--- src/rtl/core_pkg.sv ---
// rtl/core_pkg.sv - shared RV32I core encodings for the writeback stage
package core_pkg;

  localparam int XLEN = 32;

  localparam logic [1:0] RESULT_ALU = 2'd0;
  localparam logic [1:0] RESULT_MEM = 2'd1;
  localparam logic [1:0] RESULT_PC4 = 2'd2;
  localparam logic [1:0] RESULT_IMM = 2'd3;

  localparam logic [2:0] F3_LB  = 3'b000;
  localparam logic [2:0] F3_LH  = 3'b001;
  localparam logic [2:0] F3_LW  = 3'b010;
  localparam logic [2:0] F3_LBU = 3'b100;
  localparam logic [2:0] F3_LHU = 3'b101;

endpackage

--- src/rtl/load_extend.sv ---
// rtl/load_extend.sv - load byte/halfword/word extraction, extension and alignment check
module load_extend
  import core_pkg::*;
#(
  parameter int XLEN_P = core_pkg::XLEN
) (
  input  logic [2:0]        funct3,
  input  logic [1:0]        addr_lo,
  input  logic [XLEN_P-1:0] rdata,
  output logic [XLEN_P-1:0] data,
  output logic              misaligned,
  output logic              illegal
);

  logic [7:0]  byte_sel;
  logic [15:0] half_sel;

  always_comb begin
    byte_sel = 8'h00;
    case (addr_lo)
      2'd0: byte_sel = rdata[7:0];
      2'd1: byte_sel = rdata[15:8];
      2'd2: byte_sel = rdata[23:16];
      2'd3: byte_sel = rdata[31:24];
      default: byte_sel = 8'h00;
    endcase
    half_sel = addr_lo[1] ? rdata[31:16] : rdata[15:0];
  end

  always_comb begin
    data       = '0;
    misaligned = 1'b0;
    illegal    = 1'b0;
    case (funct3)
      F3_LB:  data = {{(XLEN_P-8){byte_sel[7]}}, byte_sel};
      F3_LBU: data = {{(XLEN_P-8){1'b0}}, byte_sel};
      F3_LH: begin
        data       = {{(XLEN_P-16){half_sel[15]}}, half_sel};
        misaligned = addr_lo[0];
      end
      F3_LHU: begin
        data       = {{(XLEN_P-16){1'b0}}, half_sel};
        misaligned = addr_lo[0];
      end
      F3_LW: begin
        data       = rdata;
        misaligned = (addr_lo != 2'd0);
      end
      default: illegal = 1'b1;
    endcase
  end

endmodule

--- src/rtl/wb_stage.sv ---
// rtl/wb_stage.sv - MEM/WB pipeline register, writeback mux and retire counter
module wb_stage
  import core_pkg::*;
#(
  parameter int XLEN  = core_pkg::XLEN,
  parameter int CNT_W = 64
) (
  input  logic             clk,
  input  logic             reset,
  input  logic             mem_valid,
  input  logic             mem_stall,
  input  logic             mem_flush,
  input  logic             mem_reg_write,
  input  logic [4:0]       mem_rd,
  input  logic [1:0]       mem_result_src,
  input  logic [2:0]       mem_funct3,
  input  logic [1:0]       mem_addr_lo,
  input  logic [XLEN-1:0]  mem_alu_result,
  input  logic [XLEN-1:0]  mem_rdata,
  input  logic [XLEN-1:0]  mem_pc_plus4,
  input  logic [XLEN-1:0]  mem_imm,
  output logic             RegWrite,
  output logic [4:0]       Rd,
  output logic [XLEN-1:0]  Write_data,
  output logic             wb_valid,
  output logic             load_misaligned,
  output logic [CNT_W-1:0] instret
);

  logic             valid_q;
  logic             reg_write_q;
  logic [4:0]       rd_q;
  logic [1:0]       src_q;
  logic [2:0]       funct3_q;
  logic [1:0]       addr_lo_q;
  logic [XLEN-1:0]  alu_q;
  logic [XLEN-1:0]  rdata_q;
  logic [XLEN-1:0]  pc4_q;
  logic [XLEN-1:0]  imm_q;
  logic [CNT_W-1:0] instret_q;

  // Flush beats stall; the instruction leaving WB retires whenever it is replaced.
  always_ff @(posedge clk) begin
    if (!reset) begin
      valid_q     <= 1'b0;
      reg_write_q <= 1'b0;
      rd_q        <= '0;
      src_q       <= '0;
      funct3_q    <= '0;
      addr_lo_q   <= '0;
      alu_q       <= '0;
      rdata_q     <= '0;
      pc4_q       <= '0;
      imm_q       <= '0;
      instret_q   <= '0;
    end else if (mem_flush || !mem_stall) begin
      if (valid_q) begin
        instret_q <= instret_q + CNT_W'(1);
      end
      if (mem_flush) begin
        valid_q     <= 1'b0;
        reg_write_q <= 1'b0;
        rd_q        <= '0;
        src_q       <= '0;
        funct3_q    <= '0;
        addr_lo_q   <= '0;
        alu_q       <= '0;
        rdata_q     <= '0;
        pc4_q       <= '0;
        imm_q       <= '0;
      end else begin
        valid_q     <= mem_valid;
        reg_write_q <= mem_reg_write;
        rd_q        <= mem_rd;
        src_q       <= mem_result_src;
        funct3_q    <= mem_funct3;
        addr_lo_q   <= mem_addr_lo;
        alu_q       <= mem_alu_result;
        rdata_q     <= mem_rdata;
        pc4_q       <= mem_pc_plus4;
        imm_q       <= mem_imm;
      end
    end
  end

  logic [XLEN-1:0] load_data;
  logic            load_mis;
  logic            load_illegal;

  load_extend #(.XLEN_P(XLEN)) u_load_extend (
    .funct3     (funct3_q),
    .addr_lo    (addr_lo_q),
    .rdata      (rdata_q),
    .data       (load_data),
    .misaligned (load_mis),
    .illegal    (load_illegal)
  );

  logic            is_load;
  logic            misaligned;
  logic            we;
  logic [XLEN-1:0] result;

  always_comb begin
    result = '0;
    case (src_q)
      RESULT_ALU: result = alu_q;
      RESULT_MEM: result = load_data;
      RESULT_PC4: result = pc4_q;
      RESULT_IMM: result = imm_q;
      default:    result = '0;
    endcase
  end

  assign is_load    = valid_q && (src_q == RESULT_MEM);
  assign misaligned = is_load && load_mis;
  // Unknown load widths are dropped silently rather than writing garbage.
  assign we = valid_q && reg_write_q && (rd_q != 5'd0) && !misaligned
              && !(is_load && load_illegal);

  assign RegWrite        = we;
  assign Rd              = we ? rd_q : 5'd0;
  assign Write_data      = we ? result : '0;
  assign wb_valid        = valid_q;
  assign load_misaligned = misaligned;
  assign instret         = instret_q;

endmodule

--- config.mk ---
export PLATFORM = sky130hd
export DESIGN_NAME = wb_stage
export DESIGN_NICKNAME = d
export VERILOG_FILES = /design/src/rtl/core_pkg.sv /design/src/rtl/load_extend.sv /design/src/rtl/wb_stage.sv
export SDC_FILE = /design/constraint.sdc
export NUM_CORES = 1
export LEC_CHECK = 0
export BUFFER_PORTS_ARGS = -buffer_cell sky130_fd_sc_hd__buf_2
export CAP_MARGIN = 20
export CORE_UTILIZATION = 25
export DETAILED_ROUTE_END_ITERATION = 8
export GPL_TIMING_DRIVEN = 0
export HOLD_SLACK_MARGIN = 0.02
export PLACE_DENSITY_LB_ADDON = 0.3
export RECOVER_POWER = 25
export SETUP_SLACK_MARGIN = 0.02
export SYNTH_ARGS = -nofsm -noshare
export SYNTH_HDL_FRONTEND = slang
export SYNTH_SLANG_ARGS = --single-unit
--- constraint.sdc ---
create_clock -name clk -period 3 [get_ports clk]
set_clock_uncertainty 0.05 [all_clocks]
set_input_delay 0.75 -clock clk [delete_from_list [all_inputs] [get_ports clk]]
set_output_delay 0.75 -clock clk [all_outputs]
set_load 0.005 [all_outputs]
==> out/qor.csv <==
stage,metric,value,unit
power_and_ir_drop,p_leak,5.64,nW
sta,rsz0062_at_grt,yes,
yosys,ys.flop_type,dfxtp_1,
die,die_w,198,um
grt,overflow,0,
yosys,synth-seq-cells,206,
critical_path,crit_path_max_fanout,5,
sta,setup_viol,27,
detailed_routing,viasPerCell,4.83,
die,rows,71,
yosys,yosysSeqAreaShare,42.8,%
sta,report.final.slew_viol_count,0,
sta,setup_ws,-0.115,ns
run,drv_cap,0,
cells_and_area,area_growth,39.8,%
detailed_routing,drt_wl_total,36.3,mm
critical_path,crit_required,2.20,ns
detailed_routing,vias,9239,
cts,clkTransAtPathRegs,0.06,ns
grt,grt_first_pass_wirelength,52.3,mm
grt,grt_pass1_vias,8731,
detailed_routing,met3_length,2.16,mm
cts,cts_buffers,27,
detailed_routing,wirelength_met1,16.7,mm
critical_path,critPathCaptureType,output port,
detailed_routing,drt_iter0_drc,466,
critical_path,worstSetupStartpointType,register,
yosys,synth-edff-count,0,
sta,min_period,3.12,ns
cts,clkSinkCount,206,
critical_path,arrival,2.32,ns
critical_path,path_class,register to output port,
placed_design,hpwl,27.6,mm
yosys,ys_types,56,
yosys,synth_area,9640,sq um
yosys,synth.avg_cell_area,8.88,sq um
detailed_routing,ant_nets,0,
detailed_routing,met2WireLength,16.6,mm
placed_design,gp_congestion,0.874,
sta,worstMarginPinSlew,0.864,ns
detailed_routing,highest_layer,met5,
yosys,yosysWarnings,0,
cells_and_area,drive_gt1_share,33.9,%
detailed_routing,drt-pass1-iter-count,5,
outcome,outcome,finished with violations,
placed_design,port_buffers,248,
hold_path,hold_class,input pin to register,
sta,fin_crit_sh,104,%
power_and_ir_drop,vdd_ir_drop_max,0.395,mV
sta,fmax,0.321,GHz
detailed_routing,wl_per_cell,19.0,um
cts,clkLatencyLatePin,0.56,ns
cells_and_area,final_cell_mix,"buf_2, nor2_1, dfxtp_1, mux2i_1, a21oi_1",
sta,tns,-1.92,ns
die,ioPinCount,250,
cts,cts-root-buf,clkbuf_16,
cells_and_area,nets,1526,
cts,cts_tree,yes,
cts,ctsLongestPathBuffers,3,
outcome,violations,setup timing,
yosys,synthArstFlopShare,0,%
cts,holdBufCountCts,0,
grt,antenna_found_initial,5,
yosys,syn-num-nets,1233,
die,die_h,198,um
yosys,syn_inst,1086,
sta,max-slew-margin-rel,42.4,%
sta,hold_viol,0,
placed_design,post_dp_cell_area,11500,sq um
cells_and_area,mostFrequentLayoutCell,buf_2,
sta,hold_ws,0.375,ns
detailed_routing,drc_errors,0,
cells_and_area,design_area,13500,sq um
grt,gr-usage-all-layers,17.7,%
die,start_util,25.5,%
cts,h-tree-depth,1,
grt,grt_max_degree,14,
die,core,37800,sq um
die,die_area,39400,sq um
power_and_ir_drop,p_per_area,517,nW/um^2
sequential cells by signal, summed over array words and instances, names as in the netlist, 3 cells and up:
| register | count |
|---|---|
| alu_q | 32 |
| funct3_q | 3 |
| imm_q | 32 |
| instret | 64 |
| pc4_q | 32 |
| rd_q | 5 |
| rdata_q | 32 |
per-layer routing:
layer  vias to the layer above  GRT usage (%)
met5                         -              0
met4                         6           4.59
met3                        47           3.44
met2                       266           28.4
met1                      4455           24.2
li1                       4465              -
critical path, stage by stage (launching register included):
cell and delay (ns):
dfxtp_4 0.36, mux4_2 0.54, mux2i_4 0.19, nor4_4 0.08, buf_6 0.16, a211oi_4 0.20, nor2_1 0.10, buf_2 0.13
where the power goes:
| group | leakage (nW) | internal (mW) | total (mW) | switching [mW] |
|---|---|---|---|---|
| logic | 3.48 | 0.255 | 0.562 | 0.308 |
| registers | 1.68 | 2.80 | 2.86 | 0.0606 |
| clock network | 0.478 | 2.22 | 3.55 | 1.33 |
| total | 5.64 | 5.28 | 6.97 | 1.70 |
final cells by class:
class | instances | area [sq um]
fillers | 4043 | 24400
clock buffers | 32 | 714
well taps | 511 | 639
flip-flops and latches | 206 | 4150
multi-input cells | 795 | 5690
clock inverters | 18 | 263
plain buffers | 67 | 435
inverters | 13 | 53.8
repair buffers | 269 | 1540
diodes | 1 | 2.50
metrics by stage:
step | total power [mW] | worst slack [ns] | util [%] | instances
floorplan | 3.19 | 0.514 | - | 1086
global placement | 3.41 | -0.656 | 30.5 | 1845
detailed placement | 3.42 | -0.671 | 30.5 | 1845
CTS | 7.06 | -0.224 | 34.9 | 1908
global route | 7.24 | -0.218 | 35.6 | 1911
finish | 6.97 | -0.115 | 35.6 | 1912
synth_stat cells (all sizes together), types with 7 or more instances:
cell / count / share of area (%)
or3: 18 / 1.2
dfxtp: 206 / 43
nor4: 9 / 1.1
clkbuf: 50 / 2.0
or4: 16 / 1.2
nand4: 24 / 2.0
nand3: 31 / 1.7
mux4: 8 / 1.9
xor2: 20 / 1.8
nand2: 57 / 2.2
and2: 11 / 0.71
o21ai: 35 / 1.8
nor2: 231 / 9.0
buf: 22 / 1.0
a222oi: 7 / 0.73
o31ai: 12 / 0.93
inv: 13 / 0.51
a211oi: 16 / 1.2
xnor2: 10 / 0.91
a21oi: 74 / 3.8
mux2i: 144 / 15
a221oi: 13 / 1.2
mux2: 13 / 1.5
and3: 8 / 0.53
path summary, 6_finish.rpt:
| kind | startpoint | end | cells past startpoint | slack, ns |
|---|---|---|---|---|
| hold reg to reg | alu_q[22] | alu_q[22] | 2 | 0.44 |
| setup / recovery | addr_lo_q[0] | Write_data[30] | 7 | -0.12 |
| hold / removal | mem_pc_plus4[26] | pc4_q[26] | 3 | 0.37 |
| setup reg to reg | wb_valid | instret[59] | 7 | 0.11 |
cells by family (layout without fill, tap and decap cells):
family          count (synthesis)  after routing  share of synthesized area, %
flops                         206            206                          42.8
buf+inv                        85            399                          3.58
xor+xnor                       30             30                          2.72
mux                           165            165                          18.3
other cells                     0              1                             0
simple gates                  427            427                          21.4
fa+ha+maj                       1              1                         0.130
compound gates                172            172                          11.0
timing repair:
item                                   in CTS  in global routing
endpoints found under the hold margin       0                  0
setup buffers                              14                  3
pin swaps                                  16                 10
setup endpoints to repair                  39                 38
cloned                                      4                  0
gates resized for setup                   145                 59
(Power assumes the default switching activity.)
